File: src/rtl/rv32i_pkg.sv
// Shared RV32I execute-stage types: ALU opcode classes, ALU functions, funct3 codes.
package rv32i_pkg;

   localparam int unsigned XLEN_DEFAULT = 32;

   // Coarse ALU operation class produced by the decoder
   typedef enum logic [1:0] {
      ALU_OP_ADD    = 2'b00,
      ALU_OP_BRANCH = 2'b01,
      ALU_OP_RTYPE  = 2'b10,
      ALU_OP_ITYPE  = 2'b11
   } alu_op_t;

   // Concrete ALU function after funct3/funct7 decode
   typedef enum logic [3:0] {
      FN_ADD, FN_SUB, FN_SLL, FN_SLT, FN_SLTU,
      FN_XOR, FN_SRL, FN_SRA, FN_OR,  FN_AND
   } alu_fn_t;

   // ALU funct3 codes
   localparam logic [2:0] F3_ADD_SUB = 3'b000;
   localparam logic [2:0] F3_SLL     = 3'b001;
   localparam logic [2:0] F3_SLT     = 3'b010;
   localparam logic [2:0] F3_SLTU    = 3'b011;
   localparam logic [2:0] F3_XOR     = 3'b100;
   localparam logic [2:0] F3_SR      = 3'b101;
   localparam logic [2:0] F3_OR      = 3'b110;
   localparam logic [2:0] F3_AND     = 3'b111;

   // Branch funct3 codes
   localparam logic [2:0] F3_BEQ  = 3'b000;
   localparam logic [2:0] F3_BNE  = 3'b001;
   localparam logic [2:0] F3_BLT  = 3'b100;
   localparam logic [2:0] F3_BGE  = 3'b101;
   localparam logic [2:0] F3_BLTU = 3'b110;
   localparam logic [2:0] F3_BGEU = 3'b111;

   // Control bits carried through the EX/MEM register
   typedef struct packed {
      logic       mem_to_reg;
      logic       reg_wr;
      logic       mem_rd;
      logic       mem_wr;
      logic [1:0] rw_sel;
   } ex_ctrl_t;

   // Map operation class + funct fields to an ALU function.
   // Immediate forms never subtract; funct7[5] there only distinguishes SRAI.
   function automatic alu_fn_t decode_alu_fn(input alu_op_t op,
                                             input logic [2:0] f3,
                                             input logic f7b5);
      alu_fn_t fn;
      fn = FN_ADD;
      if (op == ALU_OP_RTYPE || op == ALU_OP_ITYPE) begin
         case (f3)
            F3_ADD_SUB: fn = (op == ALU_OP_RTYPE && f7b5) ? FN_SUB : FN_ADD;
            F3_SLL:     fn = FN_SLL;
            F3_SLT:     fn = FN_SLT;
            F3_SLTU:    fn = FN_SLTU;
            F3_XOR:     fn = FN_XOR;
            F3_SR:      fn = f7b5 ? FN_SRA : FN_SRL;
            F3_OR:      fn = FN_OR;
            F3_AND:     fn = FN_AND;
            default:    fn = FN_ADD;
         endcase
      end
      return fn;
   endfunction

endpackage

File: src/rtl/alu.sv
// Combinational RV32I integer ALU; shift amount is taken from b_i[4:0].
module alu
   import rv32i_pkg::*;
#(
   parameter int unsigned XLEN = XLEN_DEFAULT
) (
   input  logic [XLEN-1:0] a_i,
   input  logic [XLEN-1:0] b_i,
   input  alu_fn_t         fn_i,
   output logic [XLEN-1:0] result_o
);

   logic [4:0] shamt;

   assign shamt = b_i[4:0];

   // Function select; arithmetic wraps modulo 2^XLEN
   always_comb begin
      result_o = '0;
      case (fn_i)
         FN_ADD:  result_o = a_i + b_i;
         FN_SUB:  result_o = a_i - b_i;
         FN_SLL:  result_o = a_i << shamt;
         FN_SLT:  result_o = XLEN'($signed(a_i) < $signed(b_i));
         FN_SLTU: result_o = XLEN'(a_i < b_i);
         FN_XOR:  result_o = a_i ^ b_i;
         FN_SRL:  result_o = a_i >> shamt;
         FN_SRA:  result_o = XLEN'($signed(a_i) >>> shamt);
         FN_OR:   result_o = a_i | b_i;
         FN_AND:  result_o = a_i & b_i;
         default: result_o = '0;
      endcase
   end

endmodule

File: src/rtl/execute_stage.sv
// RV32I execute stage: operand forwarding, ALU, branch/jump resolution and EX/MEM register.
module execute_stage
   import rv32i_pkg::*;
#(
   parameter int unsigned     XLEN      = XLEN_DEFAULT,
   parameter logic [XLEN-1:0] RESET_PC4 = XLEN'(32'h0000_0004)
) (
   input  logic            i_clk,
   input  logic            i_rst,
   input  logic            i_clk_en,
   input  logic            i_stall,
   input  logic            i_flush,
   input  logic [XLEN-1:0] i_id_pc,
   input  logic [XLEN-1:0] i_id_pc_plus_4,
   input  logic [XLEN-1:0] i_id_rs1_data,
   input  logic [XLEN-1:0] i_id_rs2_data,
   input  logic [4:0]      i_id_rs1_addr,
   input  logic [4:0]      i_id_rs2_addr,
   input  logic [4:0]      i_id_reg_dest,
   input  logic [XLEN-1:0] i_id_imm,
   input  logic [2:0]      i_id_funct3,
   input  logic [6:0]      i_id_funct7,
   input  logic [1:0]      i_id_alu_op,
   input  logic            i_id_alu_src,
   input  logic            i_id_lui,
   input  logic            i_id_auipc,
   input  logic            i_id_branch,
   input  logic            i_id_jal,
   input  logic            i_id_jalr,
   input  logic            i_id_mem_to_reg,
   input  logic            i_id_reg_wr,
   input  logic            i_id_mem_rd,
   input  logic            i_id_mem_wr,
   input  logic [1:0]      i_id_rw_sel,
   input  logic            i_ma_reg_wr,
   input  logic [4:0]      i_ma_reg_dest,
   input  logic [XLEN-1:0] i_ma_result,
   input  logic            i_wb_reg_wr,
   input  logic [4:0]      i_wb_reg_dest,
   input  logic [XLEN-1:0] i_wb_data,
   output logic            o_ex_mem_to_reg,
   output logic            o_ex_reg_wr,
   output logic            o_ex_mem_rd,
   output logic            o_ex_mem_wr,
   output logic [1:0]      o_ex_rw_sel,
   output logic [XLEN-1:0] o_ex_pc_plus_4,
   output logic [XLEN-1:0] o_ex_alu_result,
   output logic [XLEN-1:0] o_ex_reg_read_data2,
   output logic [4:0]      o_ex_reg_dest,
   output logic [2:0]      o_ex_funct3,
   output logic [6:0]      o_ex_funct7,
   output logic            o_branch_taken,
   output logic [XLEN-1:0] o_branch_target
);

   logic [XLEN-1:0] fwd_rs1, fwd_rs2;
   logic [XLEN-1:0] op_a, op_b;
   logic [XLEN-1:0] alu_res, ex_result;
   logic [XLEN-1:0] jalr_sum;
   alu_fn_t         alu_fn;
   logic            br_cond;

   ex_ctrl_t        ctrl_q, ctrl_d;
   logic [XLEN-1:0] pc4_q, pc4_d;
   logic [XLEN-1:0] alu_q, alu_d;
   logic [XLEN-1:0] rd2_q, rd2_d;
   logic [4:0]      dest_q, dest_d;
   logic [2:0]      f3_q, f3_d;
   logic [6:0]      f7_q, f7_d;

   // Operand forwarding: MA beats WB beats register file; x0 is never forwarded
   always_comb begin
      fwd_rs1 = i_id_rs1_data;
      fwd_rs2 = i_id_rs2_data;
      if (i_ma_reg_wr && i_ma_reg_dest != 5'd0 && i_ma_reg_dest == i_id_rs1_addr)
         fwd_rs1 = i_ma_result;
      else if (i_wb_reg_wr && i_wb_reg_dest != 5'd0 && i_wb_reg_dest == i_id_rs1_addr)
         fwd_rs1 = i_wb_data;
      if (i_ma_reg_wr && i_ma_reg_dest != 5'd0 && i_ma_reg_dest == i_id_rs2_addr)
         fwd_rs2 = i_ma_result;
      else if (i_wb_reg_wr && i_wb_reg_dest != 5'd0 && i_wb_reg_dest == i_id_rs2_addr)
         fwd_rs2 = i_wb_data;
   end

   // ALU operand selection and function decode
   always_comb begin
      op_a   = i_id_auipc   ? i_id_pc  : fwd_rs1;
      op_b   = i_id_alu_src ? i_id_imm : fwd_rs2;
      alu_fn = decode_alu_fn(alu_op_t'(i_id_alu_op), i_id_funct3, i_id_funct7[5]);
   end

   alu #(
      .XLEN(XLEN)
   ) u_alu (
      .a_i     (op_a),
      .b_i     (op_b),
      .fn_i    (alu_fn),
      .result_o(alu_res)
   );

   assign ex_result = i_id_lui ? i_id_imm : alu_res;

   // Branch comparator on forwarded register operands
   always_comb begin
      br_cond = 1'b0;
      case (i_id_funct3)
         F3_BEQ:  br_cond = (fwd_rs1 == fwd_rs2);
         F3_BNE:  br_cond = (fwd_rs1 != fwd_rs2);
         F3_BLT:  br_cond = ($signed(fwd_rs1) <  $signed(fwd_rs2));
         F3_BGE:  br_cond = ($signed(fwd_rs1) >= $signed(fwd_rs2));
         F3_BLTU: br_cond = (fwd_rs1 <  fwd_rs2);
         F3_BGEU: br_cond = (fwd_rs1 >= fwd_rs2);
         default: br_cond = 1'b0;
      endcase
   end

   // Fetch redirect; suppressed while the stage is frozen or stalled
   always_comb begin
      jalr_sum        = fwd_rs1 + i_id_imm;
      o_branch_target = i_id_jalr ? {jalr_sum[XLEN-1:1], 1'b0} : (i_id_pc + i_id_imm);
      o_branch_taken  = ((i_id_branch & br_cond) | i_id_jal | i_id_jalr)
                        & i_clk_en & ~i_stall;
   end

   // EX/MEM next state: hold when disabled, bubble on flush, hold on stall, else load
   always_comb begin
      ctrl_d = ctrl_q;
      pc4_d  = pc4_q;
      alu_d  = alu_q;
      rd2_d  = rd2_q;
      dest_d = dest_q;
      f3_d   = f3_q;
      f7_d   = f7_q;
      if (i_clk_en) begin
         if (i_flush) begin
            ctrl_d = '0;
            pc4_d  = '0;
            alu_d  = '0;
            rd2_d  = '0;
            dest_d = '0;
            f3_d   = '0;
            f7_d   = '0;
         end else if (!i_stall) begin
            ctrl_d.mem_to_reg = i_id_mem_to_reg;
            ctrl_d.reg_wr     = i_id_reg_wr;
            ctrl_d.mem_rd     = i_id_mem_rd;
            ctrl_d.mem_wr     = i_id_mem_wr;
            ctrl_d.rw_sel     = i_id_rw_sel;
            pc4_d             = i_id_pc_plus_4;
            alu_d             = ex_result;
            rd2_d             = fwd_rs2;
            dest_d            = i_id_reg_dest;
            f3_d              = i_id_funct3;
            f7_d              = i_id_funct7;
         end
      end
   end

   // EX/MEM register with asynchronous reset
   always_ff @(posedge i_clk or posedge i_rst) begin
      if (i_rst) begin
         ctrl_q <= '0;
         pc4_q  <= RESET_PC4;
         alu_q  <= '0;
         rd2_q  <= '0;
         dest_q <= '0;
         f3_q   <= '0;
         f7_q   <= '0;
      end else begin
         ctrl_q <= ctrl_d;
         pc4_q  <= pc4_d;
         alu_q  <= alu_d;
         rd2_q  <= rd2_d;
         dest_q <= dest_d;
         f3_q   <= f3_d;
         f7_q   <= f7_d;
      end
   end

   assign o_ex_mem_to_reg     = ctrl_q.mem_to_reg;
   assign o_ex_reg_wr         = ctrl_q.reg_wr;
   assign o_ex_mem_rd         = ctrl_q.mem_rd;
   assign o_ex_mem_wr         = ctrl_q.mem_wr;
   assign o_ex_rw_sel         = ctrl_q.rw_sel;
   assign o_ex_pc_plus_4      = pc4_q;
   assign o_ex_alu_result     = alu_q;
   assign o_ex_reg_read_data2 = rd2_q;
   assign o_ex_reg_dest       = dest_q;
   assign o_ex_funct3         = f3_q;
   assign o_ex_funct7         = f7_q;

endmodule

File: config.mk
export PLATFORM = sky130hd
export DESIGN_NAME = execute_stage
export DESIGN_NICKNAME = d
export VERILOG_FILES = /design/src/rtl/rv32i_pkg.sv /design/src/rtl/alu.sv /design/src/rtl/execute_stage.sv
export SDC_FILE = /design/constraint.sdc
export NUM_CORES = 1
export LEC_CHECK = 0
export ABC_AREA = 1
export CORE_AREA = 2 2 235 237
export CTS_CLUSTER_DIAMETER = 150
export DETAILED_ROUTE_END_ITERATION = 10
export DIE_AREA = 0 0 237 239
export PLACE_DENSITY = 0.6
export RECOVER_POWER = 25
export SETUP_SLACK_MARGIN = 0.1
export SLEW_MARGIN = 10
export SYNTH_ARGS = -nofsm -noshare
export SYNTH_HDL_FRONTEND = slang
export SYNTH_SLANG_ARGS = --single-unit
File: constraint.sdc
create_clock -name i_clk -period 6.28 [get_ports i_clk]
set_clock_uncertainty 0.1 [all_clocks]
set_input_delay 1.57 -clock i_clk [delete_from_list [all_inputs] [get_ports i_clk]]
set_output_delay 1.57 -clock i_clk [all_outputs]
set_load 0.05 [all_outputs]
==> results.txt <==
- Length of routed met2 wiring: 55,800 um
- Once layout is complete, the utilization of the core stands at 0.646.
- Run status: finished with violations
- Distinct cell type count of the synthesized netlist: 61
- After synthesis, the share of cell area in mux cells is 0.000537.
- In this run, synthesis inferred 0 flip-flops with an integrated enable.
- The internal portion of the total power is 3120 uW.
* Residual DRC: 0
* Clock network fraction of total power: 0.164
- The routed layout has 31,200 vias.
- In this run the cell area of the synthesized design comes to 21,000 um2.
- Synthesized instance count: 3,651
* Power share of the sequential group: 0.138
- In the final layout, the share of cells above drive strength 1 is 0.290.
- Worst setup path class: in2out
- Maximum fanout encountered on the critical timing path: 9
- Fin nets: 5,191
- Die extent in x: 237 um
- Proportion of synthesized flip-flops having asynchronous set or reset: 1.00
- Entering global routing, the biggest net connects 118 pins.
- During I/O placement, the number of pins put on the boundary was 430.
- Final WS setup: -0.459 ns
- Count of final setup violators: 33
* Part of the Yosys area used for sequential elements: 0.140
- With fillers left out, the area of the finished cells amounts to 35,100 um2.
* Simple-gate share of the synthesized area: 0.388
- nand2_1 is the most common cell in the netlist.
* Gpl congestion: 1.11
- Total power consumption of the routed design: 6210 uW
- TritonCTS built the clock tree.
* Syn-to-layout area delta: 67.4%
* Rel. slew slack: -1.19
* Cell chosen for the clock root: clkbuf_16
- Most common library cells after synthesis: 1,016 x nand2_1, 416 x inv_1, 407 x nand3_1
- Period utilisation layout: 1.07
* Portion of synthesized cell area occupied by the leading cell type: 0.182
- Dividing the detail-routed via count by the number of cells gives 5.73.
- Die area: 56,600 um2
- Number of clock sinks seen by CTS: 117
- Logic gate share of total power: 0.699
- Placed Area: 30,900 um2
* Top achievable clock speed: 0.148 GHz
- Violated checks: capacitance limit, slew limit, setup timing
* Worst EP required: 4.61 ns
- Wire length the detailed router placed on met1: 49,000 um
* Crit path capture type: output pin
- The highest layer touched by signal routing is met5.
- In this run the vertical extent of the chip is 239 um.
* Placeable core region: 54,300 um2
* Number of nets still failing antenna checks after routing: 0
* Maximum single-stage delay on the critical path: 0.35 ns
- Number of placement rows: 86
- FF+latch count, synth: 117
* Count of pins over their slew limit: 133
- The first global-routing pass estimated 182,000 um of wire.
- List of cells traversed by the critical path: buf_8 > xnor2_2 > nand2_2 > nor2_4 > nand3_4 > buf_12 > buf_4 > nand3_1 > nand2_1 > ha_1 > nand4_1 > inv_1 > nand4_1 > nor2_2 > nand4_1 > nor2_2 > nand3_2 > o21ai_2 > nand2_1 > nor2_2 > nand3_2 > nand2_2 > a21oi_4 > buf_12
- Cell at the slowest stage of the critical path: ha_1
- The longest clock path from root to sink contains 2 buffers.
- Proportion of total power due to net switching: 0.497
* Violation count after the first detailed-routing iteration: 3,612
- Arrival time reported for the critical path endpoint: 5.07 ns
* Area of all sequential standard cells: 2930 um2
* Routed Wire Length: 130,000 um
- Synthesis produced a netlist with a net count of 4,124.
* I/O Buffers: 429
- Of the total synthesized cell area, the portion taken by XOR and XNOR cells is 0.0175.
- Pre-CTS worst setup slack: -0.894 ns
- The area fraction in compound gates after synthesis was 0.221.
* Starting utilization of the core area: 0.386
- A synthesized cell averages 5.74 um2.
- The number of antenna violations at the first check in global routing was 20.
- By area, the combinational part of the netlist is dominated by simple AND/OR/NAND/NOR gates.
- For this design, the CTS-stage hold fixing added 0 buffers.
* Max-capacitance violation count: 2
* Peak supply drop: 0.000156 V
- Yosys attributes the largest share of cell area to nand2_1 18%, dfrtp_1 14%, ha_1 11%.
- Before antenna repair, the detailed router went through 7 iterations.
- Final Hold Vio Count: 0
- Psw: 3080 uW
* DP Wirelength: 102,000 um
* Pin slew with the least headroom to its limit: 3.29 ns
* Number of warnings issued by yosys: 0
- Fill cell count: 5,126
* Cell type with the largest total area after synthesis: nand2_1
- In the final layout, the multi-input gates occupy 17,800 um2.
- For the final routed database, the setup TNS stands at -5.70 ns.
- Main flop type after synthesis: dfrtp_1
* Final worst path period need: 6.74 ns
- The via count of the first global-routing pass came to 28,600.
- The clock tree synthesis step divided the H-tree into 4 levels.
- Leak: 0.0175 uW
* Adder and majority gate portion of the synthesized area: 0.117
- Nature of the critical path startpoint: input port
- Power density over the cells: 177 nW/um2
- Clock-pin slew was measured on the worst setup and hold paths at 0.06 ns.
- Setup repair after global routing could not meet its margin everywhere.
- After detailed routing, the average wire length per cell comes to 23.8 um.
- The path class of the tightest hold or removal check is reg2reg.
- For this run, the total global-route usage over all layers was measured as 0.433.
- Clock tree synthesis inserted a total of 17 buffers.
- Wire segments on met3 add up to 14,300 um in the final route.
- Latest clock arrival within the worst-skew pair: 0.47 ns
- For this run the aggregate overflow at the end of global routing stands at 0.
path summary, 6_finish.rpt:
path | from | end | slack (ns) | depth (start not counted)
min in group asynchronous | i_rst | o_ex_pc_plus_4[14] | 2.64 | 2
worst max-delay path | i_id_rs1_addr[0] | o_branch_taken | -0.46 | 24
worst min register to register | o_ex_alu_result[27] | o_ex_alu_result[27] | 0.38 | 2
max in group asynchronous | i_rst | o_ex_alu_result[15] | 1.49 | 3
worst max register to register | o_ex_reg_read_data2[2] | o_ex_reg_read_data2[2] | 5.33 | 2
worst min-delay path | o_ex_alu_result[27] | o_ex_alu_result[27] | 0.38 | 2
through the flow:
stage	hold slack (ns)	instances
floorplan	0.503	3651
global placement	0.363	5277
detailed placement	0.369	5277
CTS	0.383	5380
global route	0.397	5451
finish	0.379	5454
logic make-up (layout without fill, tap and decap cells):
| family | Yosys count | count (layout) |
|---|---|---|
| buffers and inverters | 603 | 1680 |
| flip-flops | 117 | 117 |
| other | 0 | 19 |
| XOR/XNOR | 42 | 42 |
| multiplexers | 1 | 1 |
| adder cells (fa/ha/maj) | 193 | 193 |
| AO/OA/AOI/OAI | 817 | 817 |
| AND/OR/NAND/NOR | 1878 | 1881 |
area by class of cell:
type	count	share of cell area
antenna	19	0.00135
clock buffer	17	0.0121
clock inverter	15	0.00439
tap	704	0.0251
timing repair buffer	1216	0.319
inverter	432	0.0464
sequential	117	0.0835
multi-input combinational	2934	0.509
per-layer routing:
metal / track usage / vias to the layer above
met5: 0 / -
li1: - / 14400
met2: 0.677 / 1961
met4: 0.290 / 4
met3: 0.0927 / 504
met1: 0.536 / 14400
critical path: cells and delay by family:
kind            cells  cell delay (ns)
compound gates      2             0.23
xor+xnor            1             0.16
fa+ha+maj           1             0.35
buf+inv             5             0.76
simple gates       15             1.99
cells in the final DEF, fill, tap and decap left out, types with 23 or more instances in the layout:
| cell type | Yosys | final |
|---|---|---|
| dfrtp_1 | 116 | 116 |
| ha_4 | 0 | 27 |
| ha_1 | 189 | 160 |
| or2_2 | 42 | 40 |
| a21oi_1 | 251 | 197 |
| nand2_2 | 17 | 85 |
| nand2_1 | 1016 | 928 |
| buf_12 | 0 | 56 |
| nand4_1 | 75 | 75 |
| o211ai_1 | 64 | 64 |
| clkdlybuf4s50_1 | 0 | 368 |
| nand3_1 | 407 | 359 |
| o21ai_1 | 43 | 70 |
| a21oi_2 | 0 | 39 |
| o21ai_0 | 331 | 249 |
| buf_4 | 14 | 709 |
| o21ai_2 | 7 | 46 |
| buf_6 | 9 | 52 |
| nor2_2 | 8 | 25 |
| inv_1 | 416 | 390 |
| nor2_1 | 249 | 217 |
| nand3_2 | 6 | 45 |
| inv_2 | 13 | 37 |
| xor2_1 | 31 | 23 |
power groups by stage:
stage / clock (uW) / sequential (uW) / combinational (uW)
2_1_floorplan: 0 / 1100 / 1660
3_3_place_gp: 0 / 864 / 3750
3_5_place_dp: 0 / 867 / 3750
4_1_cts: 1030 / 854 / 3910
5_1_grt: 1050 / 861 / 4570
6_report: 1020 / 855 / 4340
repair_timing:
item | in CTS | in global routing
buffers inserted | 62 | 58
gates cloned | 9 | 5
hold endpoints to repair | 0 | 0
endpoints found under the setup margin | 28 | 49
resized for setup | 307 | 407
pin swaps | 91 | 186
Note: power is estimated with default switching activity, not from simulation.
